File: config.mk
export PLATFORM = sky130hd
export DESIGN_NAME = if_fetch
export DESIGN_NICKNAME = d
export VERILOG_FILES = /design/src/rtl/if_fetch.sv
export SDC_FILE = /design/constraint.sdc
export NUM_CORES = 1
export LEC_CHECK = 0
export ABC_AREA = 1
export BUFFER_PORTS_ARGS = -buffer_cell sky130_fd_sc_hd__buf_2
export CAP_MARGIN = 25
export CORE_MARGIN = 5
export CORE_UTILIZATION = 35
export DETAILED_ROUTE_END_ITERATION = 6
export GPL_TIMING_DRIVEN = 0
export SKIP_LAST_GASP = 1
export SYNTH_ARGS = -nofsm -noshare
export SYNTH_HDL_FRONTEND = slang
export SYNTH_SLANG_ARGS = --single-unit
File: constraint.sdc
create_clock -name clk -period 3.3 [get_ports clk]
set_clock_uncertainty 0.2 [all_clocks]
set_input_delay 0 -clock clk [delete_from_list [all_inputs] [get_ports clk]]
set_output_delay 0 -clock clk [all_outputs]
set_load 0.05 [all_outputs]
File: src/rtl/if_fetch.sv
// Instruction-fetch stage: owns the PC, runs the single-outstanding imem handshake
// and produces the {ce, pc, inst} bus captured by the IF->IC pipeline register.
module if_fetch #(
   parameter logic [31:0] RESET_PC    = 32'hbfc00000,
   parameter int          STALL_WD    = 6,
   parameter int          BR_WD       = 33,
   parameter int          IF_TO_IC_WD = 65
) (
   input  logic                   clk,
   input  logic                   rst,
   input  logic [STALL_WD-1:0]    stall,
   input  logic [BR_WD-1:0]       br_bus,
   output logic                   inst_req,
   output logic [31:0]            inst_addr,
   input  logic                   inst_addr_ok,
   input  logic                   inst_data_ok,
   input  logic [31:0]            inst_rdata,
   output logic [IF_TO_IC_WD-1:0] if_to_ic_bus,
   output logic                   stallreq_if
);

   localparam logic STOP = 1'b1;

   typedef enum logic [1:0] {IDLE, REQ, WAIT, HOLD} state_e;

   state_e      state_q;
   logic [31:0] pc_q;
   logic [31:0] redirect_pc_q;
   logic [31:0] inst_hold_q;
   logic        discard_q;

   logic        br_e;
   logic [31:0] br_addr;
   logic [31:0] next_pc;
   logic        ic_stop;
   logic        unused_stall;

   assign br_e         = br_bus[BR_WD-1];
   assign br_addr      = br_bus[31:0];
   assign next_pc      = pc_q + 32'd4;
   assign ic_stop      = (stall[1] == STOP);
   assign unused_stall = ^stall;

   assign inst_req  = (state_q == REQ);
   assign inst_addr = pc_q;

   always_ff @(posedge clk or posedge rst) begin
      if (rst) begin
         state_q       <= IDLE;
         pc_q          <= RESET_PC;
         discard_q     <= 1'b0;
         redirect_pc_q <= 32'h0;
         inst_hold_q   <= 32'h0;
      end else begin
         case (state_q)
            IDLE: state_q <= REQ;
            REQ: begin
               // The request already on the bus must complete; its answer is dropped later.
               if (br_e) begin
                  discard_q     <= 1'b1;
                  redirect_pc_q <= br_addr;
               end
               if (inst_addr_ok) state_q <= WAIT;
            end
            WAIT: begin
               if (inst_data_ok) begin
                  state_q <= REQ;
                  if (discard_q) begin
                     discard_q <= 1'b0;
                     pc_q      <= br_e ? br_addr : redirect_pc_q;
                  end else if (br_e) begin
                     pc_q <= br_addr;
                  end else if (!ic_stop) begin
                     pc_q <= next_pc;
                  end else begin
                     inst_hold_q <= inst_rdata;
                     state_q     <= HOLD;
                  end
               end else if (br_e) begin
                  discard_q     <= 1'b1;
                  redirect_pc_q <= br_addr;
               end
            end
            HOLD: begin
               if (br_e) begin
                  pc_q    <= br_addr;
                  state_q <= REQ;
               end else if (!ic_stop) begin
                  pc_q    <= next_pc;
                  state_q <= REQ;
               end
            end
            default: state_q <= IDLE;
         endcase
      end
   end

   logic        ce;
   logic [31:0] out_pc;
   logic [31:0] out_inst;

   always_comb begin
      ce       = 1'b0;
      out_pc   = 32'h0;
      out_inst = 32'h0;
      case (state_q)
         WAIT: if (inst_data_ok && !discard_q) begin
            ce       = !br_e;
            out_pc   = pc_q;
            out_inst = inst_rdata;
         end
         HOLD: begin
            ce       = !br_e;
            out_pc   = pc_q;
            out_inst = inst_hold_q;
         end
         default: ;
      endcase
   end

   assign if_to_ic_bus = IF_TO_IC_WD'({ce, out_pc, out_inst});
   // A redirect must never be held back by a missing instruction.
   assign stallreq_if  = br_e ? 1'b0 : !ce;

endmodule

==> impl_results.md, run 1 <==
- Status: complete, no violations
- Worst reg2reg path depth: 9
- Finished Layout Cells: about 1.4k
- Via count: about 6.8k
- Routed len/inst: 15.8 µm
- Internal Pwr Total: ~3.4 mW
- R2R setup slack: between 0.3 and 0.4 ns
- Pre-CTS setup slack: 0.572 ns
- Worst Path Max Fanout: 6
- Seq pwr share: 0.299
- Fin worst setup slack: approximately 0.35 ns
- CP endpoint kind: register
- Switch share: 0.546
- CP required: 3.40 ns
- Finished Cell Area: a little over 8000 µm²
- Final #Nets: roughly 1.2k
- First-pass GRT wire length: 35,200 µm
- Maximum vdd drop: 398 µV
- Site Rows: between 40 and 50
- CTS max path bufs: 2
- Pwr dens: ~910 nW/µm²
- IO Count: around 170
- RR Startpoint: state_q[0]
- Total Routing Usage GR: 0.218
- Clk pwr share: 0.141
- Minimum clock period: ~2.9 ns
- Core Region: 17,200 µm²
- Cell Area, Placed: approximately 7300 µm²
- Skew-Pair Late Insertion Delay: 0.37 ns
- Drt pass-1 iters: 6
- Total CTS buffers: 9
- Starting density of the core: 0.355
- Worst hold slack: approximately 0.0056 ns
- DRC Markers: 0
- Relative slew margins: 0.534
- Reg-to-Reg End: inst_hold_q[30]
- TritonCTS clock tree: built
- CP Launch Type: register
- CP Class: reg2reg
- Final ANT Viol Nets: 0
- Unrepaired setup endpoints after global routing: no
- CP arrival: approximately 3.1 ns
- Wire length reported by the detailed router: ~22,000 µm
- Final Hold Fails: 0
- Most frequent cells after synthesis: nand2_1, inv_1, nor2_1
- Sequential area share after synthesis: 0.406
- Period utilization: 0.894
- Fmax: roughly 340 MHz
- Ys Warns: 0
- Comb pwr share: 0.561
- Ys flop type: dfrtp_1
- Largest net degree at the start of global routing: 67
- Synth top area cells: dfrtp_1, nand2_1, inv_1
- Total congestion overflow: 0
- Slew @ Worst Pin: 0.699 ns
- Register bit total from synthesis: 99
- Mapped Area: between 6000 and 7000 µm²
- Leading area contributor after synthesis: dfrtp_1
- Slew Viols, Final: 0
- DIE AREA: roughly 20,000 µm²
- Drt via density: between 4 and 5
- Sink Count: about 100
- Syn Nets: slightly below 1k
- GP Congestion: roughly 0.94
- P_sw: around 4.1 mW
- Setup violations, final: 0
- Detailed placer's ending HPWL: roughly 16,000 µm
- PortBufs: 168
- Top-count cell post-synth: nand2_1
- Initial antenna violation count: 0
- Yosys cell types: 36
- Mean Syn Cell Area: slightly below 7 µm²
- Max Cap Viol: 0
- Number of synthesized flops with an enable pin: 0
- P&R area growth vs syn: 35.3%
- Asr flop ratio synth: 1.00
- Pleak: roughly 4.2 nW
- DRT iter0 DRCs: between 400 and 500
- Power, Total: ~7.6 mW
- Top cell type's share of synthesized area: 0.368
- Share of cells above drive strength 1: 0.210
- Chip width: around 140 µm
- DP Cell Count: 1,295
- Post-Syn Instances: 901
- Number of H-tree levels: 3
- Die outline height: approximately 140 µm
- Root Buffer: clkbuf_16
- Inserted Diodes: 0
- Worst hold-check path type: in2async
- Vias in the first global route: approximately 6.7k
- Clock Pin Slew Worst Setup and Hold Paths: around 0.080 ns
cell type report:
cell class | instances | area [µm²]
Clock inverter | 7 | 65.1
Clock buffer | 9 | 225
Fill cell | 1761 | 8940
Multi-Input combinational cell | 627 | 2940
Sequential cell | 99 | 2490
Timing Repair Buffer | 241 | 1590
Buffer | 47 | 224
Tap cell | 225 | 282
Inverter | 128 | 483
power by group through the flow:
| stage | sequential (mW) | combinational [mW] | clock, mW |
|---|---|---|---|
| 5_1_grt | 2.33 | 4.66 | 1.14 |
| 3_5_place_dp | 2.27 | 4.14 | 0 |
| 4_1_cts | 2.25 | 4.23 | 1.10 |
| 3_3_place_gp | 2.26 | 4.12 | 0 |
| 6_report | 2.26 | 4.24 | 1.07 |
| 2_1_floorplan | 2.78 | 2.50 | 0 |
state kept, by name (all words and copies together), names as in the netlist:
register       count
discard_q          1
inst_addr         32
inst_hold_q       32
redirect_pc_q     32
state_q            2
layer usage:
metal | part of all wire | vias up | global-route usage | wire [µm]
met5 | 0 | - | 0 | 0
met4 | 0.017 | 0 | 0.0555 | 371
met3 | 0.078 | 27 | 0.0548 | 1700
met2 | 0.46 | 246 | 0.357 | 10100
met1 | 0.44 | 3118 | 0.290 | 9700
li1 | - | 3405 | - | -
logic make-up (layout without fill, tap and decap cells):
kind of cell             Yosys count  after routing  share of synthesized area
flip-flops                        99             99                      0.406
AO/OA/AOI/OAI                    184            184                      0.166
buffers and inverters            175            432                      0.115
AND/OR/NAND/NOR                  434            434                      0.297
XOR/XNOR                           4              4                    0.00572
adder cells (fa/ha/maj)            5              5                     0.0102
layout by cell type (no fill, tap or decap), types with 2 or more instances in the layout:
master         count
inv_2              6
nand4_1           13
o31ai_1            2
o22ai_1           33
dlygate4sd3_1     72
ha_1               5
nor2_4             3
inv_8              2
clkbuf_16          9
o21ai_1            2
inv_6              3
a21oi_1           47
inv_1            121
nor2_2             7
nand3_1           61
clkbuf_1          23
dfstp_2            9
buf_2            185
nand3_2            2
dfrtp_1           90
a21boi_0           4
nor2_1           105
o21ai_0           83
xor2_1             4
nor3_1             2
buf_4              5
o21ai_2            4
o211ai_1           4
nand2_1          237
stage by stage:
stage,setup TNS (ns),util
final,0,0.481
after global routing,0,0.481
after detailed placement,0,0.422
after floorplan,0,-
after global placement,-81.07,0.421
after CTS,0,0.481
repair_timing:
item                                    in CTS  in global routing
endpoints found under the setup margin       0                  7
setup buffers                                0                  0
hold endpoints to repair                   189                  0
gates resized for setup                      0                  1
hold buffers                                72                  0
critical path: stages (launching register included):
cell and delay (ns):
dfrtp_1 0.44, inv_1 0.08, ha_1 0.14, buf_2 0.16, nand2_1 0.08, nor2_1 0.38, nand2_1 0.11, dlygate4sd3_1 0.58
o22ai_1 0.15, dlygate4sd3_1 0.56
how the worst max path moves through the flow:
stage,from,end,slack [ns],depth (start not counted)
6_report,state_q[0],inst_hold_q[30],0.35,9
5_1_grt,state_q[0],inst_hold_q[30],0.09,9
4_1_cts,state_q[0],if_to_ic_bus[52],0.17,9
3_5_place_dp,state_q[0],if_to_ic_bus[52],0.57,9
3_3_place_gp,rst,inst_addr[30],-0.91,2
2_1_floorplan,rst,discard_q,0.52,1
No activity file was read; power rests on OpenSTA's default activity.
==> run 2: changes to the inputs <==
--- a/config.mk
+++ b/config.mk
@@ -7,8 +7,8 @@
 export LEC_CHECK = 0
 export ABC_AREA = 1
 export BUFFER_PORTS_ARGS = -buffer_cell sky130_fd_sc_hd__buf_2
-export CAP_MARGIN = 25
-export CORE_MARGIN = 5
+export CAP_MARGIN = 20
+export CORE_MARGIN = 3
 export CORE_UTILIZATION = 35
 export DETAILED_ROUTE_END_ITERATION = 6
 export GPL_TIMING_DRIVEN = 0
==> constraint.sdc (replaced) <==
create_clock -name clk -period 2.4 [get_ports clk]
set_clock_uncertainty 0.2 [all_clocks]
set_input_delay 0 -clock clk [delete_from_list [all_inputs] [get_ports clk]]
set_output_delay 0 -clock clk [all_outputs]
set_load 0.05 [all_outputs]
==> impl_results.md, run 2 (synthesized netlist as in run 1, its figures left out) <==
- Commonest non-fill, non-tap cell in the layout: nand2_1
- Maximum vdd drop: between 700 and 800 µV
- Drt via density: ~5.0
- Vias in the first global route: 6,520
- Power, Total: 10.7 mW
- Site Rows: 47
- Slew @ Worst Pin: ~0.67 ns
- Worst hold-check path type: in2reg
- CP Class: reg2out
- Via count: between 6k and 7k
- Chip width: around 140 µm
- Fmax: between 400 and 500 MHz
- Filler cell count: approximately 1.7k
- Final Hold Fails: 0
- Setup violations, final: 0
- IO Count: 174
- Slew Viols, Final: 0
- Pre-CTS setup slack: -0.362 ns
- Root Buffer: clkbuf_16
- Worst reg2reg path depth: 9
- Hold Crit Depth: 5
- CP arrival: approximately 2.1 ns
- CP Launch Type: register
- Status: complete, no violations
- Final ANT Viol Nets: 0
- Skew-Pair Late Insertion Delay: 0.36 ns
- Unrepaired setup endpoints after global routing: yes
- Max incr delay on CP: between 0.4 and 0.5 ns
- Sink Count: 99
- Largest net degree at the start of global routing: 38
- DRC Markers: 0
- CTS max path bufs: 2
- PortBufs: 168
- DRT iter0 DRCs: approximately 520
- Clock Pin Slew Worst Setup and Hold Paths: roughly 0.07 ns
- Worst Path Max Fanout: 10
- GP Congestion: approximately 0.94
- Total congestion overflow: 0
- Starting density of the core: 0.363
- Slowest CP cell: dfrtp_2
- Initial antenna violation count: 0
- DIE AREA: 19,100 µm²
- Drt pass-1 iters: 6
- P&R area growth vs syn: 41.4%
- First-pass GRT wire length: between 30,000 and 40,000 µm
- Relative slew margins: 0.556
- Most frequent cells in the layout: nand2_1, buf_2, inv_1
- Detailed placer's ending HPWL: roughly 16,000 µm
- Worst hold slack: 0.0487 ns
- DP Cell Count: 1,291
- TritonCTS clock tree: built
- CP endpoint kind: primary output
- Fin worst setup slack: 0.106 ns
- Routed len/inst: ~16 µm
- Inserted Diodes: 0
- Core Region: 16,900 µm²
- CP required: between 2 and 2.5 ns
- Wire length reported by the detailed router: approximately 22,000 µm
- Max Cap Viol: 0
- Total Routing Usage GR: 0.221
- Period utilization: 0.956
- Minimum clock period: approximately 2.3 ns
- Share of cells above drive strength 1: 0.236
- Die outline height: 138 µm
- Number of H-tree levels: 3
- Pwr dens: between 1000 and 1500 nW/µm²
- Crit path cell chain: inv_1 -> ha_1 -> clkbuf_4 -> nand2_2 -> nor2_4 -> nor2_4 -> buf_6 -> nor2_1 -> buf_6
- Final #Nets: 1,235
- Total CTS buffers: 9
- Finished Layout Cells: around 1.4k
- Pleak: 4.28 nW
-- run 2: changes by cell type in the layout (fill, tap and decap cells not counted), sizes merged --
cell         before  now
clkbuf           32   38
inv             133  130
buf             193  191
bufinv            0    1
dlygate4sd3      72   70
clkinvlp          1    3
-- run 2: stage by stage --
| step | TNS [ns] | util | cell area [µm²] |
|---|---|---|---|
| 2_1_floorplan | 0 | - | 6130 |
| 3_3_place_gp | -7.84 | 0.429 | 7250 |
| 3_5_place_dp | -8.31 | 0.432 | 7290 |
| 4_1_cts | -0.524 | 0.496 | 8370 |
| 5_1_grt | -0.0820 | 0.513 | 8660 |
| 6_report | 0 | 0.513 | 8660 |
-- run 2: worst max-delay path, delay by kind of cell (launching register included) --
kind,cells,cell delay [ns]
AND/OR/NAND/NOR,4,0.62
buffers and inverters,4,0.58
flip-flops,1,0.41
adder cells (fa/ha/maj),1,0.13
-- run 2: final timing paths --
| check | startpoint | endpoint | slack [ns] |
|---|---|---|---|
| max in group asynchronous | rst | inst_addr[24] | 0.98 |
| hold reg to reg | inst_addr[31] | inst_addr[31] | 0.29 |
| setup reg to reg | state_q[0] | inst_hold_q[30] | 0.13 |
| min in group asynchronous | rst | redirect_pc_q[2] | 0.07 |
| hold / removal | stall[1] | state_q[1] | 0.05 |
| setup / recovery | state_q[0] | if_to_ic_bus[49] | 0.11 |
-- run 2: power by group --
| part | switching, mW | internal [mW] | total [mW] |
|---|---|---|---|
| Combinational | 4.41 | 1.69 | 6.10 |
| Sequential | 0.610 | 2.49 | 3.10 |
| Clock | 0.717 | 0.826 | 1.54 |
-- run 2: routing by layer --
layer | part of all wire | up-vias | track usage | wire length (µm)
li1 | - | 3397 | - | -
met1 | 0.44 | 3224 | 0.312 | 9640
met2 | 0.47 | 271 | 0.356 | 10300
met3 | 0.071 | 25 | 0.0404 | 1540
met4 | 0.014 | 0 | 0.0510 | 299
met5 | 0 | - | 0 | 0
-- run 2: repair_timing --
action                                  CTS  global route
endpoints found under the hold margin   154             0
pin swaps                                 0             1
resized for setup                        31           131
endpoints found under the setup margin   64            72
hold buffers                             70             0
setup buffers                             0             2
gates cloned                              0             1
-- run 2: layout make-up --
cell class	count	area [µm²]	area share
multi-input combinational	627	3000	0.347
sequential	99	2490	0.287
timing repair buffer	243	1830	0.212
inverter	128	484	0.0559
tap	220	275	0.0318
buffer	47	270	0.0312
clock buffer	9	225	0.0260
clock inverter	7	82.6	0.00953
==> run 3: changes to the inputs <==
--- a/config.mk
+++ b/config.mk
@@ -11,7 +11,7 @@
 export CORE_MARGIN = 3
 export CORE_UTILIZATION = 35
 export DETAILED_ROUTE_END_ITERATION = 6
-export GPL_TIMING_DRIVEN = 0
+export RECOVER_POWER = 25
 export SKIP_LAST_GASP = 1
 export SYNTH_ARGS = -nofsm -noshare
 export SYNTH_HDL_FRONTEND = slang
==> constraint.sdc (replaced) <==
create_clock -name clk -period 2.4 [get_ports clk]
set_clock_uncertainty 0.2 [all_clocks]
set_input_delay 0 -clock clk [delete_from_list [all_inputs] [get_ports clk]]
set_output_delay 0 -clock clk [all_outputs]
set_load 0.02 [all_outputs]
==> impl_results.md, run 3 (synthesized netlist as in run 1, its figures left out) <==
- Clk pwr share: 0.152
- Final #Nets: about 1.2k
- Via count: around 6.6k
- Final ANT Viol Nets: 0
- Chip width: ~140 µm
- Fin worst setup slack: 0.209 ns
- Comb pwr share: 0.501
- Layout Utilization: 0.487
- Status: complete, no violations
- Pwr dens: ~1100 nW/µm²
- Core Region: between 15,000 and 20,000 µm²
- Commonest non-fill, non-tap cell in the layout: nand2_1
- Site Rows: between 40 and 50
- TritonCTS clock tree: built
- Total CTS buffers: 9
- CTS max path bufs: 2
- Routed len/inst: around 15 µm
- DIE AREA: 19,100 µm²
- Metal3 WL: 1290 µm
- DRC Markers: 0
- Inserted Diodes: 0
- Fmax: roughly 460 MHz
- CP arrival: just under 2 ns
- Seq pwr share: 0.347
- CP required: about 2.2 ns
- Die outline height: between 100 and 150 µm
- Postcts setup bufs: 0
- Number of H-tree levels: 3
- Worst Path Max Fanout: 32
- Relative slew margins: 0.228
- Largest net degree at the start of global routing: 65
- Clock Pin Slew Worst Setup and Hold Paths: ~0.070 ns
- Slew @ Worst Pin: 1.15 ns
- CP Launch Type: register
- Worst hold-check path type: in2reg
- First-pass GRT wire length: 32,000 µm
- Slew Viols, Final: 0
- Vias in the first global route: slightly above 6k
- DRT met1 WL: ~9000 µm
- DR top layer: met4
- Switch share: 0.478
- PortBufs: roughly 170
- Wire length reported by the detailed router: roughly 20,000 µm
- Drt pass-1 iters: 5
- Drt via density: 4.94
- Pleak: ~4.2 nW
- Total Routing Usage GR: 0.202
- Initial antenna violation count: 0
- Starting density of the core: 0.363
- P&R area growth vs syn: 34.2%
- Most frequent cells in the layout: nand2_1, buf_2, inv_1
- Skew-Pair Late Insertion Delay: about 0.35 ns
- Metal2 WL: 9170 µm
- IO Count: 174
- Unrepaired setup endpoints after global routing: no
- Root Buffer: clkbuf_16
- Final Hold Fails: 0
- GP Congestion: roughly 0.86
- DRT iter0 DRCs: roughly 410
- CP endpoint kind: primary output
- Power, Total: about 9 mW
- Period utilization: 0.913
- Setup violations, final: 0
- Maximum vdd drop: about 470 µV
- Share of cells above drive strength 1: 0.208
- Max Cap Viol: 0
- Sink Count: approximately 100
- Detailed placer's ending HPWL: 13,400 µm
- Minimum clock period: 2.19 ns
- Setup Total Neg Slack: 0 ns
- CP Class: reg2out
- Total congestion overflow: 0
- Pre-CTS setup slack: 0.291 ns
- Internal Pwr Total: around 4.7 mW
- P_sw: between 4 and 5 mW
run 3: changes by cell type in the layout (fill, tap and decap cells not counted), sizes merged:
cell	change
clkbuf	-25
clkinv	+3
clkinvlp	-2
inv	-3
bufinv	-1
buf	-9
run 3: worst max-delay path, stage by stage (launching register included):
cell	delay [ns]
dfrtp_1	0.43
inv_1	0.12
ha_4	0.20
nand2_1	0.09
nor2_2	0.18
buf_12	0.21
nand2_1	0.09
o21ai_0	0.10
buf_2	0.20
run 3: metal layers:
metal	up-vias	global-route usage
met1	3035	0.275
li1	3320	-
met5	-	0
met3	24	0.0463
met2	258	0.329
met4	0	0.0504
run 3: stage by stage:
stage,hold WS (ns),instances,area [µm²]
2_1_floorplan,-0.0326,901,6130
3_3_place_gp,-0.107,1258,7240
3_5_place_dp,-0.108,1258,7240
4_1_cts,0.000349,1343,8210
5_1_grt,0.0417,1343,8220
6_report,0.0374,1343,8220
run 3: path summary, 6_finish.rpt:
check | slack [ns] | from | cells past startpoint | endpoint
setup / recovery | 0.21 | state_q[0] | 8 | if_to_ic_bus[28]
hold / removal | 0.04 | br_bus[32] | 5 | inst_addr[9]
setup reg to reg | 0.34 | inst_addr[2] | 10 | inst_addr[18]
hold reg to reg | 0.31 | inst_addr[31] | 2 | inst_addr[31]
max in group asynchronous | 0.98 | rst | 4 | inst_addr[31]
min in group asynchronous | 0.22 | rst | 3 | redirect_pc_q[2]
run 3: area by class of cell:
class | instances | area [µm²]
timing repair buffer | 254 | 1740
clock inverter | 4 | 27.5
sequential | 99 | 2490
multi-input combinational | 627 | 2970
tap | 220 | 275
clock buffer | 11 | 243
fill | 1678 | 8650
inverter | 128 | 482
run 3: timing repair:
action,in CTS,in global routing
hold buffers,70,0
endpoints found under the hold margin,191,0
endpoints found under the setup margin,1,32
resized for setup,1,2
run 3: power by group through the flow:
stage	combinational (mW)	clock, mW	sequential, mW
final	4.55	1.38	3.15
after global routing	5.13	1.47	3.24
after CTS	4.53	1.43	3.13
after detailed placement	4.41	0	3.16
after global placement	4.38	0	3.14
after floorplan	2.87	0	3.26
